[src/rtl/i2c_pkg.sv]
// Shared types and line-level tables for the byte-level I2C initiator.
package i2c_pkg;

    typedef enum logic [2:0] {
        StIdle,
        StStart,
        StBit,
        StStop,
        StHold
    } state_e;

    localparam logic [1:0] PH0 = 2'd0;
    localparam logic [1:0] PH1 = 2'd1;
    localparam logic [1:0] PH2 = 2'd2;
    localparam logic [1:0] PH3 = 2'd3;

    // Bit n holds the line level during phase n; START ph0 SCL is overridden on repeated START.
    localparam logic [3:0] StartSclLvl = 4'b0111;
    localparam logic [3:0] StartSdaLvl = 4'b0011;
    localparam logic [3:0] StopSclLvl  = 4'b1110;
    localparam logic [3:0] StopSdaLvl  = 4'b1100;

    typedef struct packed {
        logic       stop;
        logic       read;
        logic       nack;
        logic [7:0] wdata;
    } cmd_t;

endpackage

[src/rtl/i2c_qtick.sv]
// Quarter-period timer: tick on the last cycle of each phase, held at zero while stalled.
module i2c_qtick #(
    parameter int unsigned QDIV = 250
) (
    input  logic clk_i,
    input  logic rst_i,
    input  logic en_i,
    input  logic stall_i,
    output logic tick_o
);

    localparam int unsigned CntW = (QDIV > 1) ? $clog2(QDIV) : 1;
    localparam logic [CntW-1:0] CntMax = CntW'(QDIV - 1);

    logic [CntW-1:0] cnt_q, cnt_d;

    assign tick_o = en_i && !stall_i && (cnt_q == CntMax);

    always_comb begin
        cnt_d = cnt_q;
        if (!en_i || stall_i || tick_o) begin
            cnt_d = '0;
        end else begin
            cnt_d = cnt_q + 1'b1;
        end
    end

    always_ff @(posedge clk_i) begin
        if (rst_i) begin
            cnt_q <= '0;
        end else begin
            cnt_q <= cnt_d;
        end
    end

endmodule

[src/rtl/i2c_initiator.sv]
// Byte-level I2C initiator: optional START, 8 data bits + ACK, optional STOP per command.
// Define I2C_CLK_STRETCH_EN to let a target stretch SCL in BIT ph2 and STOP ph1.
module i2c_initiator
    import i2c_pkg::*;
#(
    parameter int unsigned QDIV = 250
) (
    input  logic       clk_i,
    input  logic       rst_i,
    input  logic       cmd_valid_i,
    output logic       cmd_ready_o,
    input  logic       cmd_start_i,
    input  logic       cmd_stop_i,
    input  logic       cmd_read_i,
    input  logic       cmd_nack_i,
    input  logic [7:0] cmd_wdata_i,
    output logic       rsp_valid_o,
    output logic [7:0] rsp_rdata_o,
    output logic       rsp_ack_n_o,
    output logic       busy_o,
    input  logic       scl_in_i,
    input  logic       sda_in_i,
    output logic       scl_out_o,
    output logic       sda_out_o
);

    state_e     state_q, state_d;
    logic [1:0] phase_q, phase_d;
    logic [3:0] bit_q, bit_d;
    cmd_t       cmd_q, cmd_d;
    logic       rep_q, rep_d;
    logic       busy_q, busy_d;
    logic [8:0] shift_q, shift_d;
    logic [7:0] rdata_q, rdata_d;
    logic       ack_n_q, ack_n_d;
    logic       rsp_valid_q, rsp_valid_d;
    logic       sda_last_q;
    logic       tick, stall, accept, bit_sda, timer_en;

    assign cmd_ready_o = (state_q == StIdle) || (state_q == StHold);
    assign accept      = cmd_valid_i && cmd_ready_o;
    assign timer_en    = (state_q == StStart) || (state_q == StBit) || (state_q == StStop);

`ifdef I2C_CLK_STRETCH_EN
    assign stall = !scl_in_i && (((state_q == StBit) && (phase_q == PH2)) ||
                                 ((state_q == StStop) && (phase_q == PH1)));
`else
    logic unused_scl_in;
    assign unused_scl_in = scl_in_i;
    assign stall         = 1'b0;
`endif

    i2c_qtick #(
        .QDIV(QDIV)
    ) u_qtick (
        .clk_i  (clk_i),
        .rst_i  (rst_i),
        .en_i   (timer_en),
        .stall_i(stall),
        .tick_o (tick)
    );

    // Slot 8 is the ACK slot; the initiator drives it only on reads.
    always_comb begin
        if (bit_q == 4'd8) begin
            bit_sda = cmd_q.read ? cmd_q.nack : 1'b1;
        end else begin
            bit_sda = cmd_q.read ? 1'b1 : cmd_q.wdata[3'd7 - bit_q[2:0]];
        end
    end

    always_comb begin
        state_d     = state_q;
        phase_d     = phase_q;
        bit_d       = bit_q;
        cmd_d       = cmd_q;
        rep_d       = rep_q;
        busy_d      = busy_q;
        shift_d     = shift_q;
        rdata_d     = rdata_q;
        ack_n_d     = ack_n_q;
        rsp_valid_d = 1'b0;
        case (state_q)
            StIdle, StHold: begin
                if (accept) begin
                    cmd_d   = '{stop: cmd_stop_i, read: cmd_read_i, nack: cmd_nack_i,
                                wdata: cmd_wdata_i};
                    phase_d = PH0;
                    bit_d   = 4'd0;
                    rep_d   = (state_q == StHold);
                    if (cmd_start_i || (state_q == StIdle)) begin
                        state_d = StStart;
                        busy_d  = 1'b1;
                    end else begin
                        state_d = StBit;
                    end
                end
            end
            StStart: begin
                if (tick) begin
                    phase_d = phase_q + 2'd1;
                    if (phase_q == PH3) state_d = StBit;
                end
            end
            StBit: begin
                if (tick) begin
                    phase_d = phase_q + 2'd1;
                    if (phase_q == PH2) shift_d = {shift_q[7:0], sda_in_i};
                    if (phase_q == PH3) begin
                        if (bit_q == 4'd8) begin
                            rsp_valid_d = 1'b1;
                            rdata_d     = shift_q[8:1];
                            ack_n_d     = cmd_q.read ? cmd_q.nack : shift_q[0];
                            state_d     = cmd_q.stop ? StStop : StHold;
                        end else begin
                            bit_d = bit_q + 4'd1;
                        end
                    end
                end
            end
            StStop: begin
                if (tick) begin
                    phase_d = phase_q + 2'd1;
                    if (phase_q == PH3) begin
                        state_d = StIdle;
                        busy_d  = 1'b0;
                    end
                end
            end
            default: state_d = StIdle;
        endcase
    end

    always_comb begin
        scl_out_o = 1'b1;
        sda_out_o = 1'b1;
        case (state_q)
            StStart: begin
                scl_out_o = (phase_q == PH0) ? !rep_q : StartSclLvl[phase_q];
                sda_out_o = StartSdaLvl[phase_q];
            end
            StBit: begin
                scl_out_o = phase_q[1];
                sda_out_o = bit_sda;
            end
            StStop: begin
                scl_out_o = StopSclLvl[phase_q];
                sda_out_o = StopSdaLvl[phase_q];
            end
            StHold: begin
                scl_out_o = 1'b0;
                sda_out_o = sda_last_q;
            end
            default: begin
                scl_out_o = 1'b1;
                sda_out_o = 1'b1;
            end
        endcase
    end

    always_ff @(posedge clk_i) begin
        if (rst_i) begin
            state_q     <= StIdle;
            phase_q     <= PH0;
            bit_q       <= 4'd0;
            cmd_q       <= '0;
            rep_q       <= 1'b0;
            busy_q      <= 1'b0;
            shift_q     <= '0;
            rdata_q     <= '0;
            ack_n_q     <= 1'b0;
            rsp_valid_q <= 1'b0;
            sda_last_q  <= 1'b1;
        end else begin
            state_q     <= state_d;
            phase_q     <= phase_d;
            bit_q       <= bit_d;
            cmd_q       <= cmd_d;
            rep_q       <= rep_d;
            busy_q      <= busy_d;
            shift_q     <= shift_d;
            rdata_q     <= rdata_d;
            ack_n_q     <= ack_n_d;
            rsp_valid_q <= rsp_valid_d;
            if (state_q != StHold) sda_last_q <= sda_out_o;
        end
    end

    assign rsp_valid_o = rsp_valid_q;
    assign rsp_rdata_o = rdata_q;
    assign rsp_ack_n_o = ack_n_q;
    assign busy_o      = busy_q;

endmodule

[config.mk]
export PLATFORM = sky130hd
export DESIGN_NAME = i2c_initiator
export DESIGN_NICKNAME = d
export VERILOG_FILES = /design/src/rtl/i2c_pkg.sv /design/src/rtl/i2c_qtick.sv /design/src/rtl/i2c_initiator.sv
export SDC_FILE = /design/constraint.sdc
export NUM_CORES = 1
export LEC_CHECK = 0
export BUFFER_PORTS_ARGS = -buffer_cell sky130_fd_sc_hd__buf_4
export CELL_PAD_IN_SITES_DETAIL_PLACEMENT = 1
export CELL_PAD_IN_SITES_GLOBAL_PLACEMENT = 1
export CORE_ASPECT_RATIO = 1.4
export CORE_UTILIZATION = 43
export DETAILED_ROUTE_END_ITERATION = 10
export GPL_ROUTABILITY_DRIVEN = 0
export PLACE_DENSITY = 0.9
export REMOVE_ABC_BUFFERS = 1
export SYNTH_ARGS = -nofsm -noshare
export SYNTH_HDL_FRONTEND = slang
export SYNTH_SLANG_ARGS = --single-unit
[constraint.sdc]
create_clock -name clk_i -period 2.1 [get_ports clk_i]
set_clock_uncertainty 0.15 [all_clocks]
set_input_delay 0.21 -clock clk_i [delete_from_list [all_inputs] [get_ports clk_i]]
set_output_delay 0.21 -clock clk_i [all_outputs]
set_load 0.02 [all_outputs]
==> results of run 1 <==
-- worst max-delay path, cell delays in order (launching register included) --
cell and delay, ps:
dfxtp_4 390, mux4_2 520, a32oi_2 250, nand2_1 110, buf_4 170
-- sequential cells by signal (all words and copies together) (netlist names) --
name,count
busy_o,1
cmd_q,11
phase_q,2
rsp_ack_n_o,1
shift_q,9
rep_q,1
state_q,3
rsp_valid_o,1
sda_last_q,1
u_qtick.cnt_q,8
rsp_rdata_o,8
bit_q,4
-- routing by layer --
metal / track usage / vias up / part of all wire / wire [um]
li1: - / 972 / - / -
met1: 0.244 / 998 / 0.41 / 2490
met2: 0.438 / 32 / 0.55 / 3360
met3: 0.0322 / 11 / 0.027 / 168
met4: 0.0888 / 0 / 0.020 / 125
met5: 0 / - / 0 / 0
-- repair_timing --
item,CTS,global route
endpoints found under the setup margin,1,5
hold buffers,7,0
endpoints found under the hold margin,7,0
pin swaps,1,2
setup buffers,1,2
resized for setup,5,5
-- layout by cell type (no fill, tap or decap), drive strengths merged, types with 4 or more instances in the layout --
cell,netlist,layout
inv,10,10
nand2,31,31
o21ai,9,9
dfxtp,50,50
xor2,6,6
clkbuf,9,7
nor2,37,37
ha,7,7
nand3b,4,4
dlygate4sd3,0,7
a21oi,21,21
buf,5,45
mux2i,20,20
nand3,9,9
-- worst paths after layout --
path                                            start                          end  cells past startpoint
worst max-delay path            bit_q[2]$_SDFFE_PP0P_                    sda_out_o                      4
worst min-delay path                   cmd_wdata_i[1]        cmd_q[1]$_SDFFE_PP0P_                      3
worst max register to register  bit_q[1]$_SDFFE_PP0P_  rsp_rdata_o[2]$_SDFFE_PP0P_                      8
worst min register to register  cmd_q[2]$_SDFFE_PP0P_        cmd_q[2]$_SDFFE_PP0P_                      2
-- final cells by class --
class                   count  area, sq um  area share
clock buffers               7         86.3      0.0303
well taps                  66         82.6      0.0290
repair buffers             52          424       0.149
flip-flops and latches     50         1000       0.352
inverters                  10         37.5      0.0132
multi-input cells         185         1210       0.425
clock inverters             1         5.00     0.00176
-- power by group through the flow --
stage	Clock, mW	Sequential (mW)	Combinational [mW]
6_report	0.590	1.05	0.585
5_1_grt	0.636	1.06	0.633
4_1_cts	0.607	1.05	0.560
3_5_place_dp	0	1.07	0.531
3_3_place_gp	0	1.06	0.510
2_1_floorplan	0	1.09	0.278
-- logic make-up (layout without fill, tap and decap cells) --
family / Yosys count / count (layout) / synth area share
xor gates and xnor gates: 7 / 7 / 0.0267
adders and majority gates: 7 / 7 / 0.0381
muxes: 23 / 23 / 0.112
and+or+nand+nor: 107 / 107 / 0.235
buffers and inverters: 24 / 70 / 0.0463
AOI/OAI and AO/OA: 41 / 41 / 0.106
DFF: 50 / 50 / 0.436
==> results by group, run 1 <==
Status
  – Outcome: finished, violations left
  – Failing checks: setup timing

Placed design
  – Dpl cells: 353
  – DP Wirelength: 4150 um
  – Setup WS pre-CTS: 143 ps
  – Post-DP Area: approximately 0.0026 sq mm
  – I/O Buffers: 29

Logic synthesis
  – Commonest cells post-synth: dfxtp_1 (50), nor2_1 (36), nand2_1 (31)
  – Mapped cell area: 0.00230 sq mm
  – Syn Inst Count: 259
  – Cell taking the most area after synthesis: dfxtp_1
  – Most common cell in the netlist: dfxtp_1
  – Post-synth EDFFs: 0
  – Most used DFF post-synth: dfxtp_1
  – Syn avg cell area: slightly below 9 sq um
  – Post-synthesis register bit count: 50
  – Yosys warning total: 0
  – Synth top area share: 0.436
  – Yosys cell types: 46
  – Seq/Total Area, Yosys: 0.436
  – Post-synth ARST share: 0
  – Synth area leaders: dfxtp_1 (44%), mux2i_1 (8.7%), nor2_1 (5.9%), nand2_1 (5.1%), a21oi_1 (4.6%)

Pwr
  – Reg power frac: 0.471
  – Worst vdd ir: 544 uV
  – Clock share of power: 0.265
  – Leakage: 1.11 nW
  – Pwr/cell area: 780 mW/mm^2
  – Total power: 2.22 mW
  – Internal power: 1.52 mW
  – Power share of the combinational group: 0.263
  – Sw Share: 0.318
  – Switching pwr: around 0.71 mW

Worst setup path
  – Worst path arrival time: 1750 ps
  – Critical path endpoint category: output port
  – Register-to-register setup slack: between 100 and 150 ps
  – CP startpoint kind: flip-flop
  – Crit path max fanout: 6
  – Crit path required time: 1740 ps
  – WS Path Type: flip-flop to output port

Detailed routing
  – Antenna-violating nets left: 0
  – Via count: 2,013
  – Drt pass-1 iters: 4
  – WL/cell: 16.6 um
  – DRC violations left: 0
  – Via-per-instance ratio: ~5.4
  – Total Wirelength: about 6100 um
  – Initial DRC count: 58

Clocking
  – CTS tree: built
  – Clock slew at reported path FFs: 90 ps
  – Worst skew pair latency: approximately 310 ps
  – Number of buffers created by CTS: 5
  – Clock Tree Buf Depth: 2
  – Root buffer cell: clkbuf_8
  – Sink Count: 50
  – H-Tree Depth: 2

Global route
  – GRT Overall Usage: 0.226
  – Vias in the first global route: 2,043
  – Pin count of the biggest net entering global routing: 21
  – Initial antenna violation count: 0
  – Total grt overflow: 0
  – First-pass GRT wire length: 9740 um

Layout
  – Area Overhead vs Synth: 24.2%
  – # diodes: 0
  – Post-route cell area: 0.00285 sq mm
  – Final Net Count: about 330
  – Layout Cells excl Fill: 371
  – Fin util: 0.553
  – Share of cells above drive strength 1: 0.216
  – Filler Cell Count: 601

Die
  – Die height: slightly below 90 um
  – Initial core utilization: 0.445
  – Core area: 0.00516 sq mm
  – # rows: 31
  – Die X: approximately 64 um
  – Die Footprint: 0.00564 sq mm
  – Num ports: 31

Timing
  – RSZ-0062 raised after global routing: true
  – Post-layout min period: between 2000 and 2500 ps
  – Upper clock frequency limit: 0.473 GHz
  – Pins over their slew limit: 0
  – Final setup viols: 1
  – Max_slew headroom: 0.636
  – Final hold violation count: 0
  – Sum of negative setup slack: -13.6 ps
  – Slew @ Worst Pin: 545 ps
  – PnR worst setup slack: -13.6 ps
  – Tcrit/Tclk final: 1.01
  – WHS: between 20 and 25 ps

Hold path
  – Path category of the worst min-delay check: input pin to flip-flop

Job
  – Max-Cap Viols: 0
(Power assumes the default switching activity.)
==> run 2, diff against run 1 <==
Settings changed: CORE_UTILIZATION 43 to 41, PLACE_DENSITY 0.9 to 0.86.
==> run 2 against run 1 <==
  * Cell area increased by 1.8%
  * Non-clock buffer count unchanged
  * The flow still finishes with violations (setup timing)
  * Routed wire length decreased by 3.1%
  * Final cell count unchanged
  * Core utilization decreased by 0.27 points
  * Global-route usage decreased by 1.3 points
==> results by group, run 2 (synthesis gave the netlist of run 1 again) <==
Job
  – Max-Cap Viols: 0 (unchanged)

Clocking
  – CTS tree: built
  – H-Tree Depth: 2 (unchanged)
  – Clock Tree Buf Depth: 2 (unchanged)
  – Clock slew at reported path FFs: 90 ps (about the same)
  – Number of buffers created by CTS: 5 (unchanged)
  – Sink Count: 50 (unchanged)
  – Root buffer cell: clkbuf_8
  – Worst skew pair latency: 300 ps (about the same)

Layout
  – Largest register FFs: 11 (unchanged)
  – Post-route cell area: 0.00290 sq mm (+1.8%)
  – Commonest non-fill, non-tap cell in the layout: dfxtp_1
  – Reg with most FFs: cmd_q
  – Final Net Count: 328 (unchanged)
  – Most frequent cells in the layout: dfxtp_1 (47), buf_4 (45), nor2_1 (35)
  – Area Overhead vs Synth: 26.4%
  – Layout Cells excl Fill: 371 (unchanged)
  – Filler Cell Count: 639 (+6.3%)
  – # diodes: 0 (unchanged)
  – Share of cells above drive strength 1: 0.249 (+0.0328)
  – Biggest registers after layout: cmd_q: 11 flops, shift_q: 9 flops

Worst setup path
  – Crit path required time: 1740 ps (about the same)
  – Worst path arrival time: 1740 ps (about the same)
  – WS Path Type: flip-flop to output port
  – Register-to-register setup slack: 80 ps (-50 ps)
  – Crit path max fanout: 4 (-2)
  – CP startpoint kind: flip-flop
  – Critical path endpoint category: output port

Status
  – Outcome: finished, violations left
  – Failing checks: setup timing

Die
  – Die Footprint: 0.00591 sq mm (+4.7%)
  – Die height: 90.5 um (+2.4%)
  – Core area: 0.00528 sq mm (+2.3%)
  – # rows: 31 (unchanged)
  – Die X: 65.2 um (+2.3%)
  – Initial core utilization: 0.435 (-0.00982)
  – Num ports: 31 (unchanged)

Detailed routing
  – Via-per-instance ratio: 5.42 (about the same)
  – Total Wirelength: 5950 um (-3.1%)
  – Initial DRC count: 43 (-26%)
  – WL/cell: 16.0 um (-3.1%)
  – Antenna-violating nets left: 0 (unchanged)
  – DRC violations left: 0 (unchanged)
  – Via count: 2,011 (-0.099%)
  – Drt pass-1 iters: 4 (unchanged)

Timing
  – Final setup viols: 1 (unchanged)
  – Upper clock frequency limit: 0.476 GHz (+0.58%)
  – Slew @ Worst Pin: 398 ps (-147 ps)
  – Max_slew headroom: 0.733 (+0.0969)
  – Post-layout min period: 2100 ps (-12.2 ps)
  – Tcrit/Tclk final: 1.00 (-0.00580)
  – PnR worst setup slack: -1.40 ps (+12.2 ps)
  – RSZ-0062 raised after global routing: true
  – Final hold violation count: 0 (unchanged)
  – Sum of negative setup slack: -1.40 ps (+12.2 ps)
  – Pins over their slew limit: 0 (unchanged)

Placed design
  – Dpl cells: 352 (-0.28%)
  – Setup WS pre-CTS: 122 ps (-21.6 ps)
  – Post-DP Area: 0.00264 sq mm (+0.19%)
  – DP Wirelength: 3970 um (-4.2%)
  – I/O Buffers: 29 (unchanged)

Pwr
  – Pwr/cell area: 811 mW/mm^2 (+4.1%)
  – Worst vdd ir: 534 uV (-1.8%)
  – Leakage: 1.13 nW (+1.7%)

Global route
  – GRT Overall Usage: 0.213 (-0.0128)
  – Vias in the first global route: 2,112 (+3.4%)
  – First-pass GRT wire length: 9810 um (+0.78%)
  – Pin count of the biggest net entering global routing: 38 (+81%)
  – Initial antenna violation count: 0 (unchanged)
  – Total grt overflow: 0 (unchanged)

Hold path
  – Path category of the worst min-delay check: input pin to flip-flop
[run 2: changes by cell type in the layout (fill, tap and decap cells not counted), sizes merged]
cell,delta
dlygate4sd3,-3
clkinv,-1
clkbuf,-1
clkinvlp,+1
buf,+3
bufinv,+1
[run 2: power breakdown]
part	switching [mW]	total [mW]	internal (mW)	leakage, nW
Combinational	0.356	0.622	0.266	0.674
Clock	0.319	0.675	0.356	0.0514
Sequential	0.0483	1.06	1.01	0.407
[run 2: repair_timing]
item,4_1_cts,5_1_grt
resized for setup,7,12
hold buffers,4,0
setup buffers,3,4
pin swaps,2,3
endpoints found under the hold margin,4,0
setup endpoints to repair,1,10
[run 2: through the flow]
| stage | util | total power [mW] | hold slack (ps) |
|---|---|---|---|
| finish | 0.550 | 2.35 | 14.8 |
| global route | 0.550 | 2.46 | 11.3 |
| CTS | 0.538 | 2.33 | 0.895 |
| detailed placement | 0.501 | 1.62 | 298 |
| global placement | 0.501 | 1.59 | 291 |
| floorplan | - | 1.37 | 125 |
[run 2: path summary, 6_finish.rpt]
path,from,end,cells after the start
worst max-delay path,bit_q[1]$_SDFFE_PP0P_,sda_out_o,7
worst min register to register,rep_q$_SDFFE_PP0P_,rep_q$_SDFFE_PP0P_,2
worst min-delay path,cmd_wdata_i[3],cmd_q[3]$_SDFFE_PP0P_,3
worst max register to register,bit_q[1]$_SDFFE_PP0P_,rsp_rdata_o[3]$_SDFFE_PP0P_,8
[run 2: layer usage]
layer | routed length [um] | vias to the layer above | track usage
met5 | 0 | - | 0
met2 | 3250 | 43 | 0.393
li1 | - | 973 | -
met3 | 195 | 16 | 0.0429
met1 | 2380 | 979 | 0.228
met4 | 130 | 0 | 0.0833
[run 2: cell type report]
cell class | instances | area, sq um | share of cell area
Clock inverter | 2 | 37.5 | 0.0129
Timing Repair Buffer | 52 | 429 | 0.148
Clock buffer | 6 | 72.6 | 0.0250
Multi-Input combinational cell | 185 | 1230 | 0.426
Sequential cell | 50 | 1010 | 0.347
Tap cell | 66 | 82.6 | 0.0285
Inverter | 10 | 37.5 | 0.0129
[run 2: worst max-delay path: stages (launching register included)]
cell and delay, ps:
dfxtp_1 330, inv_2 70, ha_1 150, nand3b_1 190, and2_4 230, a32oi_4 240
nand2_2 100, buf_6 140
